<file path="src/rtl/inst_prefetch_queue.sv">
// inst_prefetch_queue: in-order instruction prefetcher with a credit-limited request window
// feeding a DEPTH-entry {PC, INST} FIFO toward decode.
module inst_prefetch_queue #(
    parameter int                DATA_W   = 32,
    parameter int                ADDR_W   = 32,
    parameter int                DEPTH    = 4,
    parameter logic [ADDR_W-1:0] RESET_PC = '0
) (
    input  logic                   CLK,
    input  logic                   RST,
    input  logic                   EXEC,
    input  logic                   FLUSH,
    input  logic [ADDR_W-1:0]      FLUSH_PC,
    output logic                   MEM_REQ,
    output logic [ADDR_W-1:0]      MEM_ADDR,
    input  logic                   MEM_ACK,
    input  logic                   MEM_RVALID,
    input  logic [DATA_W-1:0]      MEM_RDATA,
    input  logic                   STALL,
    output logic                   I_VALID,
    output logic [ADDR_W-1:0]      I_PC,
    output logic [DATA_W-1:0]      I_INST,
    output logic [$clog2(DEPTH):0] COUNT
);
    localparam int PW = $clog2(DEPTH);
    localparam int CW = PW + 1;
    localparam logic [CW:0]   LIMIT = (CW+1)'(DEPTH);
    localparam logic [CW-1:0] FULL  = CW'(DEPTH);

    typedef enum logic {IDLE, RUN} state_t;

    state_t            state, state_nx;
    logic [ADDR_W-1:0] pc;
    logic [CW-1:0]     count, inflight, inflight_nx, discard;
    logic [CW:0]       credit;
    logic [PW-1:0]     rd_ptr, wr_ptr, pq_rd, pq_wr;
    logic              accept, push, pop;
    logic [ADDR_W-1:0] pq        [DEPTH];
    logic [ADDR_W-1:0] fifo_pc   [DEPTH];
    logic [DATA_W-1:0] fifo_inst [DEPTH];

    assign MEM_ADDR = pc;
    assign COUNT    = count;
    assign I_VALID  = count != '0;
    assign I_PC     = I_VALID ? fifo_pc[rd_ptr] : '0;
    assign I_INST   = I_VALID ? fifo_inst[rd_ptr] : '0;

    // Credit counts both buffered words and words still owed by memory, so a push never overflows.
    always_comb begin
        state_nx    = (state == IDLE && EXEC) ? RUN : (state == RUN && !EXEC) ? IDLE : state;
        credit      = {1'b0, count} + {1'b0, inflight};
        MEM_REQ     = (state == RUN) && (credit < LIMIT);
        accept      = MEM_REQ && MEM_ACK;
        push        = MEM_RVALID && (discard == '0) && !FLUSH;
        pop         = I_VALID && !STALL && !FLUSH;
        inflight_nx = inflight + CW'(accept) - CW'(MEM_RVALID);
    end

    // The PC queue is never cleared by a redirect: dropped responses still consume their entries.
    always_ff @(posedge CLK or negedge RST) begin
        if (!RST) begin
            state    <= IDLE;
            pc       <= RESET_PC;
            count    <= '0;
            inflight <= '0;
            discard  <= '0;
            rd_ptr   <= '0;
            wr_ptr   <= '0;
            pq_rd    <= '0;
            pq_wr    <= '0;
        end else begin
            assert (!(push && !pop && count == FULL));
            state    <= state_nx;
            inflight <= inflight_nx;
            pq_wr    <= pq_wr + PW'(accept);
            pq_rd    <= pq_rd + PW'(MEM_RVALID);
            pc       <= FLUSH ? FLUSH_PC : accept ? pc + ADDR_W'(4) : pc;
            discard  <= FLUSH ? inflight_nx : discard - CW'(MEM_RVALID && discard != '0);
            count    <= FLUSH ? '0 : count + CW'(push) - CW'(pop);
            wr_ptr   <= FLUSH ? '0 : wr_ptr + PW'(push);
            rd_ptr   <= FLUSH ? '0 : rd_ptr + PW'(pop);
        end
    end

    always_ff @(posedge CLK) begin
        if (accept)
            pq[pq_wr] <= pc;
        if (push) begin
            fifo_pc[wr_ptr]   <= pq[pq_rd];
            fifo_inst[wr_ptr] <= MEM_RDATA;
        end
    end
endmodule

</file>
<file path="config.mk">
export PLATFORM = sky130hd
export DESIGN_NAME = inst_prefetch_queue
export DESIGN_NICKNAME = d
export VERILOG_FILES = /design/src/rtl/inst_prefetch_queue.sv
export SDC_FILE = /design/constraint.sdc
export NUM_CORES = 1
export LEC_CHECK = 0
export BUFFER_PORTS_ARGS = -buffer_cell sky130_fd_sc_hd__buf_2
export CAP_MARGIN = 25
export CORE_ASPECT_RATIO = 1.4
export CORE_MARGIN = 2
export CORE_UTILIZATION = 55
export CTS_CLUSTER_SIZE = 28
export DETAILED_ROUTE_END_ITERATION = 8
export GPL_ROUTABILITY_DRIVEN = 0
export GPL_TIMING_DRIVEN = 0
export PLACE_DENSITY = 0.76
export SLEW_MARGIN = 20
export SYNTH_ARGS = -nofsm -noshare
export SYNTH_HDL_FRONTEND = slang
export SYNTH_SLANG_ARGS = --single-unit
</file>
<file path="constraint.sdc">
create_clock -name CLK -period 8.1 [get_ports CLK]
set_input_delay 0.405 -clock CLK [delete_from_list [all_inputs] [get_ports CLK]]
set_output_delay 0.405 -clock CLK [all_outputs]
set_load 0.02 [all_outputs]
</file>
# Yosys cells after proc, flatten, opt, wreduce, memory -nomap -nowiden
# Memories as Yosys holds them, arrays and structs flattened.
# Cells that the tools add are included.
# classes
bitwise	1
reduce_logical	17
add_sub_neg	11
n_mux	14
order_cmp	1
# ops
op	n
2-to-1 mux 32 bit	4
adder 32 x 3 -> 32 bit, second input constant	1
logical AND 1 bit	9
subtractor 3 x 1 -> 3 bit	3
adder 2 x 1 -> 2 bit	4
adder 3 x 1 -> 3 bit	2
2-to-1 mux 1 bit	6
2-to-1 mux 3 bit	2
nonzero test 3 bit	2
adder 3 x 3 -> 4 bit	1
less-than comparator 4 x 3 -> 1 bit, second input constant	1
2-to-1 mux 2 bit	2
nonzero test 2 bit	2
logical NOT 1 bit	3
logical NOT 3 bit	1
inverter 1 bit	1
# word_totals
word_cells	56
ramBits	384
n_memories	3
output_inout_bits	101
reg_bits	50
in_bits	71
# memory_table
name	depth	width	read_ports	rd_ports_with_merged_regs	write_ports	line_no	rtl
fifo_inst	4	32	1	0	1	40	logic [DATA_W-1:0] fifo_inst [DEPTH];
fifo_pc	4	32	1	0	1	39	logic [ADDR_W-1:0] fifo_pc [DEPTH];
pq	4	32	1	0	1	38	logic [ADDR_W-1:0] pq [DEPTH];

# Logic depth before layout (Yosys ltp)
# Gate-level depths: netlist (run 1).
# logic_depth
depth_word	7
depth_mapped	11
depth_no_buf	11

# Least setup slack after synthesis (run 1)
# OpenSTA, ideal clock, no wires.
# synth_path
path_type	input port to flip-flop
from	in FLUSH
to	mem fifo_inst[2][0], enable pin
path_buffers	1
setup_slack_ns	1.974
setup_time_ns	0.578
t_required_ns	7.522
stages	3
t_arrival_ns	5.548
cell_sequence	clkbuf_1 > nand3b_1 > nor3b_1
# synth_via
elab_chain_cells	4
# synth_lines
element	line_no	rtl
start: declaration	12	input logic FLUSH,
logical NOT 1 bit	54	push = MEM_RVALID && (discard == '0) && !FLUSH;
logical AND 1 bit	54	
2-to-1 mux 1 bit	88	if (push) begin
2-to-1 mux 1 bit (implied by the code)	90	fifo_inst[wr_ptr] <= MEM_RDATA;
end: declaration	40	
# Every way passes these cells.

# Final worst setup path (run 1)
# layout_path
from	reg rd_ptr[0]
to	out I_PC[13]
# layout_via
elab_chain_cells	2
# layout_lines
element	line_no	rtl
start: declaration	36	logic [PW-1:0] rd_ptr, wr_ptr, pq_rd, pq_wr;
start signal: assignment	81	rd_ptr <= FLUSH ? '0 : rd_ptr + PW'(pop);
memory (4 x 32 bit)	n/a	
2-to-1 mux 32 bit	45	assign I_PC = I_VALID ? fifo_pc[rd_ptr] : '0;
end: declaration	21	output logic [ADDR_W-1:0] I_PC,
# Every way passes these cells.

==> impl_metrics.tcl, run 1 <==
set metrics [dict create \
    drt_iter0_markers 613 \
    yosys_warnings 0 \
    start_util_pct 55.44 \
    worstSkewPairLatency_ns 0.53 \
    placementRows 76 \
    cp-startpoint "rd_ptr[0]" \
    htreeDepth 2 \
    ir_drop_v 0.0002148 \
    reg2reg_depth 10 \
    max_cap_violations 0 \
    clock-sinks 434 \
    tritoncts "built" \
    worstSetupStartpointType "flop" \
    num_antenna_cells 0 \
    grt_pass1_wl_um 51270 \
    fin_cells 1515 \
    cts_buffer_depth 3 \
    max_freq_mhz 304.4 \
    viasPerCell 5.721 \
    ys_seq_area_share_pct 75.30 \
    die_y_um 211.9 \
    chipWidth_um 152.5 \
    drcViolationCount 0 \
    antenna_found_initial 0 \
    synth_fp_nets 942 \
    crit_path_end_kind "output port" \
    syn_inst 855 \
    area_delta_synth_final_pct 17.06 \
    status "finished clean" \
    synth_top_area_share_pct 67.93 \
    io_buffers 170 \
    firstDrtPassIters 5 \
    reg2reg_to "fifo_pc[0][17]" \
    finalCritPeriodShare_pct 40.55 \
    track_usage_pct 20.98 \
    yosys-top-cells-area "edfxtp_1 (68%), mux4_2 (13%), dfrtp_1 (7.4%)" \
    hp-class "in2reg" \
    crit_arrival_ns 2.88 \
    finalHoldViolCount 0 \
    ys_seq_elements 434 \
    slew_violations 0 \
    drive_above_1_share_pct 33.51 \
    min_period_ns 3.285 \
    synth_edf_count 384 \
    tightest_slew_ns 0.9745 \
    num_io_pins 172 \
    slew_headroom_pct 35.03 \
    wl_um 33440 \
    cp_max_fo 10 \
    critical_path_class "reg2out" \
    synth_area_leader_cell "edfxtp_1" \
    grt_overflow 0 \
    place_area_um2 18700 \
    wire_per_inst_um 22.07 \
    finClkSkew_ns 0.01356 \
    p_leak_nw 6.959 \
    final_antenna_net_count 0 \
    timing.rr.start "discard[0]" \
    place_hpwl_um 22430 \
    cts_root_buffer "clkbuf_16" \
    r2r_slack_ns 4.93 \
    setup_viol 0 \
    path_clk_slew_ns 0.06 \
    ys.flop_type "edfxtp_1" \
    die_area_um2 32300 \
    cp-endpoint "I_PC[13]" \
    p_per_area_nw_per_um2 305.0 \
    rsz0062_at_grt "false" \
    synth_cell_type_count 36 \
    grt_max_degree 51 \
    synth.avg_cell_area_um2 19.85 \
    coreArea_um2 30620 \
    crit_required_ns 7.70 \
    hold_depth 3 \
    numCtsBuffers 39 \
    grt_pass1_vias 8950 \
    stdcell_area_um2 19870 \
    place_inst 1446 \
    syn_area_um2 16980 \
    async_flop_share_pct 11.52 \
    post_cts_resized 0 \
    vias 8667 \
    whs_ns 0.08237 \
    nNetsFinal 1185 \
]
[sequential cells by signal, indices dropped and copies added (netlist names)]
| name | count |
|---|---|
| fifo_inst | 128 |
| fifo_pc | 128 |
| pq | 128 |
| MEM_ADDR | 32 |
| COUNT | 3 |
| discard | 3 |
| inflight | 3 |
| pq_rd | 2 |
| pq_wr | 2 |
| rd_ptr | 2 |
| wr_ptr | 2 |
| state | 1 |
[power by group]
part	switching, W	total, W	internal (W)	leakage, nW
logic	0.000930	0.00155	0.000620	2.31
registers	0.0000992	0.00280	0.00270	4.08
clock network	0.000759	0.00171	0.000953	0.571
[metal layers]
metal | global-route usage (%) | share of wire (%)
met2 | 38.41 | 54
met5 | 0 | 0
met3 | 3.214 | 4.8
met1 | 25.46 | 38
met4 | 7.503 | 3.1
[through the flow]
step / total power [W] / setup TNS, ns / worst slack (ns) / util, %
after floorplan: 0.003859 / 0 / 1.974 / -
after global placement: 0.004360 / -220.13 / -1.983 / 59.81
after global routing: 0.006323 / 0 / 4.600 / 64.90
final: 0.006060 / 0 / 4.815 / 64.90
after CTS: 0.006141 / 0 / 4.720 / 64.90
after detailed placement: 0.004420 / 0 / 4.663 / 61.07
[cell families after synthesis]
family | Yosys count | synth area share, %
adders and majority gates | 16 | 1.268
AOI/OAI and AO/OA | 31 | 0.9140
and+or+nand+nor | 175 | 6.022
xor gates and xnor gates | 38 | 1.961
buffers and inverters | 59 | 1.415
muxes | 102 | 13.12
DFF | 434 | 75.30
[cells in the mapped netlist, types with 2 or more instances]
cell,n
and2_1,64
and3_1,5
and4_1,4
buf_1,11
buf_2,3
buf_6,2
clkbuf_1,25
dfrtp_1,50
edfxtp_1,384
fa_1,2
ha_1,14
inv_1,17
mux2_2,4
mux2i_1,2
mux4_2,96
nand2_1,39
nand3_1,9
nand4_1,7
nor2_1,14
nor2b_1,4
nor3_1,8
nor3_2,4
nor3b_1,3
nor4_1,5
nor4_4,2
o21ai_0,23
o21ai_1,8
or3_1,2
xnor2_1,31
xor2_1,7
[worst min path at each step]
stage / from / endpoint / slack (ns)
4_1_cts: FLUSH_PC[10] / MEM_ADDR[10] / 0.06
6_report: FLUSH_PC[10] / MEM_ADDR[10] / 0.08
3_5_place_dp: pq_rd[0] / pq_rd[0] / 0.48
3_3_place_gp: pq_rd[0] / pq_rd[0] / 0.47
5_1_grt: FLUSH_PC[10] / MEM_ADDR[10] / 0.07
2_1_floorplan: RST / COUNT[0] / 0.11
[layout by cell type, fill, tap and decap left out, types with 4 or more instances in the layout]
cell	Yosys	routed
and2_1	64	64
and4_1	4	4
buf_1	11	11
buf_12	0	5
buf_2	3	172
buf_4	0	19
buf_6	2	9
clkbuf_1	25	35
clkbuf_16	0	39
clkinv_1	1	5
clkinv_2	0	10
dfrtp_1	50	50
edfxtp_1	384	384
ha_1	14	14
inv_1	17	17
mux2_2	4	4
mux4_2	96	96
nand2_1	39	39
nand3_1	9	9
nand4_1	7	7
nor2_1	14	12
nor2b_1	4	4
nor3_1	8	6
nor3_2	4	6
nor4_1	5	5
o21ai_0	23	23
o21ai_1	8	8
xnor2_1	31	31
xor2_1	7	7
[timing repair]
item | 4_1_cts | 5_1_grt
hold buffers | 1 | 0
setup buffers | 0 | 0
endpoints found under the hold margin | 50 | 0
[layout make-up]
| class | instances | area (um2) |
|---|---|---|
| sequential | 434 | 12780 |
| buffer | 41 | 172.7 |
| fill | 2060 | 10750 |
| multi-input combinational | 362 | 3994 |
| tap | 390 | 488.0 |
| timing repair buffer | 202 | 1205 |
| inverter | 18 | 67.56 |
| clock buffer | 49 | 1013 |
| clock inverter | 19 | 148.9 |
[worst max-delay path, cell delays in order, from the launching register on]
cell     delay [ns]
dfrtp_1        0.35
buf_2          0.31
buf_1          0.71
mux4_2         0.65
and2_1         0.18
buf_2          0.15
Note: power is estimated with default switching activity, not from simulation.
==> run 2: changes to the inputs <==
Settings changed: CORE_UTILIZATION 55 to 53, PLACE_DENSITY 0.76 to 0.77.
Clock period 8.1 ns to 2.6 ns, I/O delays scaled along.
==> impl_metrics.tcl, run 2 (synthesized netlist as in run 1, its figures left out) <==
set metrics [dict create \
    die_area_um2 33500 \
    final_antenna_net_count 0 \
    hp-class "in2reg" \
    clockPowerShare_pct 30.9 \
    slew_headroom_pct 37.46 \
    cp_max_fo 5 \
    cts_buffer_depth 3 \
    seqPwrFrac_pct 43.3 \
    r2r_slack_ns -0.1 \
    max_freq_mhz 370.9 \
    finalHoldViolCount 0 \
    clock-sinks 434 \
    finClkSkew_ns 0.02277 \
    firstDrtPassIters 5 \
    crit_arrival_ns 3.11 \
    status "finished with violations" \
    numCtsBuffers 40 \
    coreArea_um2 31600 \
    viasPerCell 5.641 \
    hold_depth 2 \
    reg_top3 "fifo_inst: 128 flops, fifo_pc: 128 flops, pq: 128 flops" \
    max_cap_violations 0 \
    ir_drop_v 0.0004762 \
    min_period_ns 2.696 \
    fill_cells 2076 \
    layout_common_cells "edfxtp_1 (384), buf_2 (174), mux4_2 (96), dlygate4sd3_1 (68), and2_1 (64)" \
    p_per_area_nw_per_um2 952.4 \
    place_hpwl_um 22240 \
    p_sw_share_pct 28.87 \
    critical_path_class "reg2reg" \
    placementRows 77 \
    nNetsFinal 1260 \
    worstSkewPairLatency_ns 0.54 \
    tritoncts "built" \
    rsz0062_at_grt "true" \
    drive_above_1_share_pct 35.02 \
    area_delta_synth_final_pct 24.77 \
    drcViolationCount 0 \
    violations "negative setup slack" \
    antenna_found_initial 0 \
    finalCritPeriodShare_pct 103.7 \
    grt_pass1_vias 9570 \
    grt_overflow 0 \
    combPwrFrac_pct 25.8 \
    wire_per_inst_um 22.01 \
    layout_commonest_cell "edfxtp_1" \
    place_ws_ns -0.3637 \
    vias 9026 \
    die_y_um 215.8 \
    setup_ws_ns -0.09645 \
    drt_iter0_markers 645 \
    wl_um 35210 \
    grt_pass1_wl_um 53700 \
    num_antenna_cells 0 \
    crit_path_end_kind "flop" \
    slew_violations 0 \
    p_int_w 0.01435 \
    switchingPower_w 0.005824 \
    start_util_pct 53.72 \
    whs_ns 0.03282 \
    num_io_pins 172 \
    chipWidth_um 155.3 \
    setup_viol 2 \
    track_usage_pct 21.15 \
    htreeDepth 2 \
    path_clk_slew_ns 0.07 \
    crit_required_ns 3.01 \
    worstSetupStartpointType "flop" \
    p_leak_nw 7.564 \
    io_buffers 170 \
    grt_max_degree 51 \
    tightest_slew_ns 0.9382 \
    reg2reg_depth 7 \
    cts_root_buffer "clkbuf_16" \
]
-- run 2: cell count changes in the layout (fill, tap and decap cells not counted), moves of 6 or more --
| cell | previous run | this run |
|---|---|---|
| nor3_4 | 0 | 6 |
| buf_1 | 11 | 2 |
| bufinv_16 | 2 | 8 |
| dlygate4sd3_1 | 1 | 68 |
| buf_8 | 0 | 12 |
-- run 2: per-layer routing --
metal / GRT usage [%] / up-vias / wire length, um
li1: - / 4016 / -
met1: 26.15 / 4657 / 13530
met2: 38.74 / 297 / 19280
met3: 2.912 / 56 / 1498
met4: 6.422 / 0 / 905
met5: 0 / - / 0
-- run 2: critical path, stage by stage (launching register included) --
cell	delay [ns]
dfrtp_2	0.44
ha_4	0.26
or4b_4	0.53
or4_4	0.64
buf_12	0.19
nor4_4	0.18
xnor2_1	0.20
o21ai_1	0.11
-- run 2: worst paths after layout --
check | from | to
max in group asynchronous | RST | COUNT[1]
setup / recovery | COUNT[2] | MEM_ADDR[13]
min in group asynchronous | RST | COUNT[0]
setup reg to reg | COUNT[2] | MEM_ADDR[13]
hold reg to reg | pq_rd[0] | pq_rd[0]
hold / removal | FLUSH | MEM_ADDR[28]
-- run 2: through the flow --
step           std cells  setup TNS [ns]  utilization (%)  area (um2)  power, W
4_1_cts             1591       -0.002790            66.45       21000   0.02030
5_1_grt             1600         -0.4578            67.03       21180   0.02095
3_3_place_gp        1420         -324.11            58.23       18400   0.01360
2_1_floorplan        855          -34.61                -       17060   0.01206
6_report            1600         -0.1086            67.03       21180   0.02017
3_5_place_dp        1440          -21.85            59.26       18730   0.01381
-- run 2: final cells by class --
type                            count  area (um2)  area share [%]
Multi-Input combinational cell    363        4193           19.80
Clock buffer                       52        1087           5.133
Buffer                             41       221.5           1.046
Clock inverter                     22       320.3           1.512
Timing Repair Buffer              275        2012           9.499
Tap cell                          395       494.2           2.333
Inverter                           18       67.56          0.3190
Sequential cell                   434       12780           60.36
-- run 2: what timing repair did --
| item | 4_1_cts | 5_1_grt |
|---|---|---|
| hold buffers | 68 | 0 |
| setup buffers | 8 | 8 |
| cloned | 1 | 1 |
| resized for setup | 43 | 20 |
| endpoints found under the hold margin | 212 | 0 |
| pin swaps | 4 | 11 |
| setup endpoints to repair | 182 | 46 |
-- run 2: power groups by stage --
stage	clock network [W]	logic [W]	registers [W]
2_1_floorplan	0	0.00320	0.00886
3_5_place_dp	0	0.00494	0.00887
5_1_grt	0.00657	0.00560	0.00878
4_1_cts	0.00633	0.00522	0.00875
3_3_place_gp	0	0.00476	0.00884
6_report	0.00624	0.00520	0.00874
==> run 3: changes to the inputs <==
Settings changed: ABC_CLOCK_PERIOD_IN_PS set to 3400, CORE_UTILIZATION 53 to 35, PLACE_DENSITY 0.77 to 0.53.
Clock period 2.6 ns to 3.4 ns, I/O delays scaled along.
==> impl_metrics.tcl, run 3 (synthesized netlist as in run 1, its figures left out) <==
set metrics [dict create \
    hold_path_end "MEM_ADDR[28]" \
    drcViolationCount 0 \
    reg_top3 "fifo_inst: 128 flops, fifo_pc: 128 flops, pq: 128 flops" \
    layout_common_cells "edfxtp_1 (384), buf_2 (172), mux4_2 (96), dlygate4sd3_1 (67), and2_1 (64)" \
    hp-start "FLUSH" \
    die_area_um2 50300 \
    max_cap_violations 0 \
    finalHoldViolCount 0 \
    r2r_slack_ns 0.36 \
    switchingPower_w 0.004557 \
    grt-busiest-layer "met2" \
    vias 8789 \
    status "finished clean" \
    critical_path_class "reg2out" \
    numCtsBuffers 43 \
    htreeDepth 2 \
    worstSkewPairLatency_ns 0.56 \
    finClkSkew_ns 0.02713 \
    min_period_ns 3.092 \
    wl_um 37200 \
    start_util_pct 35.44 \
    num_io_pins 172 \
    reg2reg_to "discard[2]" \
    crit_required_ns 3.23 \
    timing.rr.start "COUNT[2]" \
    layout_commonest_cell "edfxtp_1" \
    wire_per_inst_um 20.40 \
    crit_chain "buf_2 -> clkdlybuf4s15_1 -> mux4_2 -> and2_1 -> buf_2" \
    finalSetupTns_ns 0 \
    total_power_w 0.01554 \
    fill_cells 4234 \
    cts_buffer_depth 3 \
    path_clk_slew_ns 0.06 \
    grt_use_met3_pct 2.264 \
    p_leak_nw 7.369 \
    firstDrtPassIters 4 \
    track_usage_pct 15.22 \
    coreArea_um2 47900 \
    finalCritPeriodShare_pct 90.94 \
    slew_violations 0 \
    num_antenna_cells 0 \
    combPwrFrac_pct 25.0 \
    drt_iter0_markers 390 \
    p_sw_share_pct 29.33 \
    seqPwrFrac_pct 42.9 \
    p_int_w 0.01098 \
    place_area_um2 19030 \
    hp-class "in2reg" \
    grt_overflow 0 \
    worstSetupStartpointType "flop" \
    clockPowerShare_pct 32.1 \
    hold_depth 2 \
    grt_pass1_vias 9642 \
    post-cts-setup-buffer-count 0 \
    tightest_slew_ns 0.9645 \
    rsz0062_at_grt "false" \
    fin_util_pct 44.29 \
    cts_root_buffer "clkbuf_16" \
    cp_max_fo 10 \
    placementRows 95 \
    stdcell_area_um2 21220 \
    crit_arrival_ns 2.92 \
    slew_headroom_pct 35.70 \
    nNetsFinal 1247 \
    setup_ws_ns 0.3082 \
    reg2reg_depth 11 \
    chipWidth_um 190.1 \
    io_buffers 170 \
    place_ws_ns 0.3580 \
    drive_above_1_share_pct 31.91 \
    setup_viol 0 \
    clock-sinks 434 \
    grt_pass1_wl_um 57430 \
    p_per_area_nw_per_um2 732.3 \
    area_delta_synth_final_pct 24.99 \
    globalRouteMet1Util_pct 17.79 \
    path_common_cell "buf_2" \
    crit_path_end_kind "output port" \
    final_antenna_net_count 0 \
    tritoncts "built" \
    cpMaxStageDelayCell "clkdlybuf4s15_1" \
    viasPerCell 4.819 \
    place_hpwl_um 25320 \
    met2_usage_pct 28.45 \
    max_freq_mhz 323.4 \
    worst_path_largest_cell_delay_ns 0.71 \
    grt_max_degree 51 \
    ir_drop_v 0.0003788 \
    antenna_found_initial 0 \
    die_y_um 264.6 \
]
==> run 3: cell types whose count changed in the layout (fill, tap and decap cells not counted), moves of 4 or more <==
cell     delta
buf_8       -5
nor3_4      -4
buf_6       +6
nor4_1      +4
o21ai_0     +4
buf_1       +8
buf_4      -22
o21ai_1     -4
==> run 3: worst max path at each step <==
stage | from | endpoint | slack [ns] | depth (start not counted)
after CTS | rd_ptr[0] | I_PC[13] | 0.07 | 5
after global placement | FLUSH | fifo_inst[0][3] | -3.02 | 3
final | rd_ptr[0] | I_PC[27] | 0.31 | 5
after floorplan | discard[0] | fifo_inst[2][0] | -0.38 | 3
after global routing | rd_ptr[0] | I_PC[22] | 0.008 | 5
after detailed placement | COUNT[2] | discard[2] | 0.36 | 11
==> run 3: metrics by stage <==
step	cells	hold WS, ns
after global routing	1824	0.03114
after CTS	1822	0.007681
after floorplan	855	-0.1256
after global placement	1655	0.3814
after detailed placement	1676	0.2608
final	1824	0.04116
==> run 3: layout make-up <==
| cell class | count | area, um2 | area share, % |
|---|---|---|---|
| sequential | 434 | 12780 | 60.25 |
| buffer | 41 | 178.9 | 0.8433 |
| clock buffer | 56 | 1176 | 5.543 |
| multi-input combinational | 362 | 4019 | 18.94 |
| clock inverter | 23 | 311.5 | 1.468 |
| tap | 630 | 788.3 | 3.715 |
| timing repair buffer | 260 | 1893 | 8.923 |
| inverter | 18 | 67.56 | 0.3185 |
==> run 3: power groups by stage <==
stage | Clock (W) | Combinational (W) | Sequential (W)
floorplan | 0 | 0.00243 | 0.00676
global placement | 0 | 0.00381 | 0.00678
detailed placement | 0 | 0.00396 | 0.00678
CTS | 0.00515 | 0.00403 | 0.00667
global route | 0.00533 | 0.00427 | 0.00671
finish | 0.00498 | 0.00389 | 0.00666
==> run 3: repair_timing <==
item / CTS / global route
resized for setup: 0 / 1
endpoints found under the setup margin: 0 / 1
hold endpoints to repair: 212 / 0
hold buffers: 67 / 0
==> run 3: per-layer routing <==
metal / part of all wire, % / up-vias
met2: 54 / 191
met4: 2.5 / 0
met5: 0 / -
met1: 40 / 4561
li1: - / 3985
met3: 3.9 / 52
==> run 3: critical path: cells and delay by family, from the launching register on <==
family,cells,cell delay [ns]
simple gates,1,0.21
mux,1,0.58
flops,1,0.35
buf+inv,3,1.21
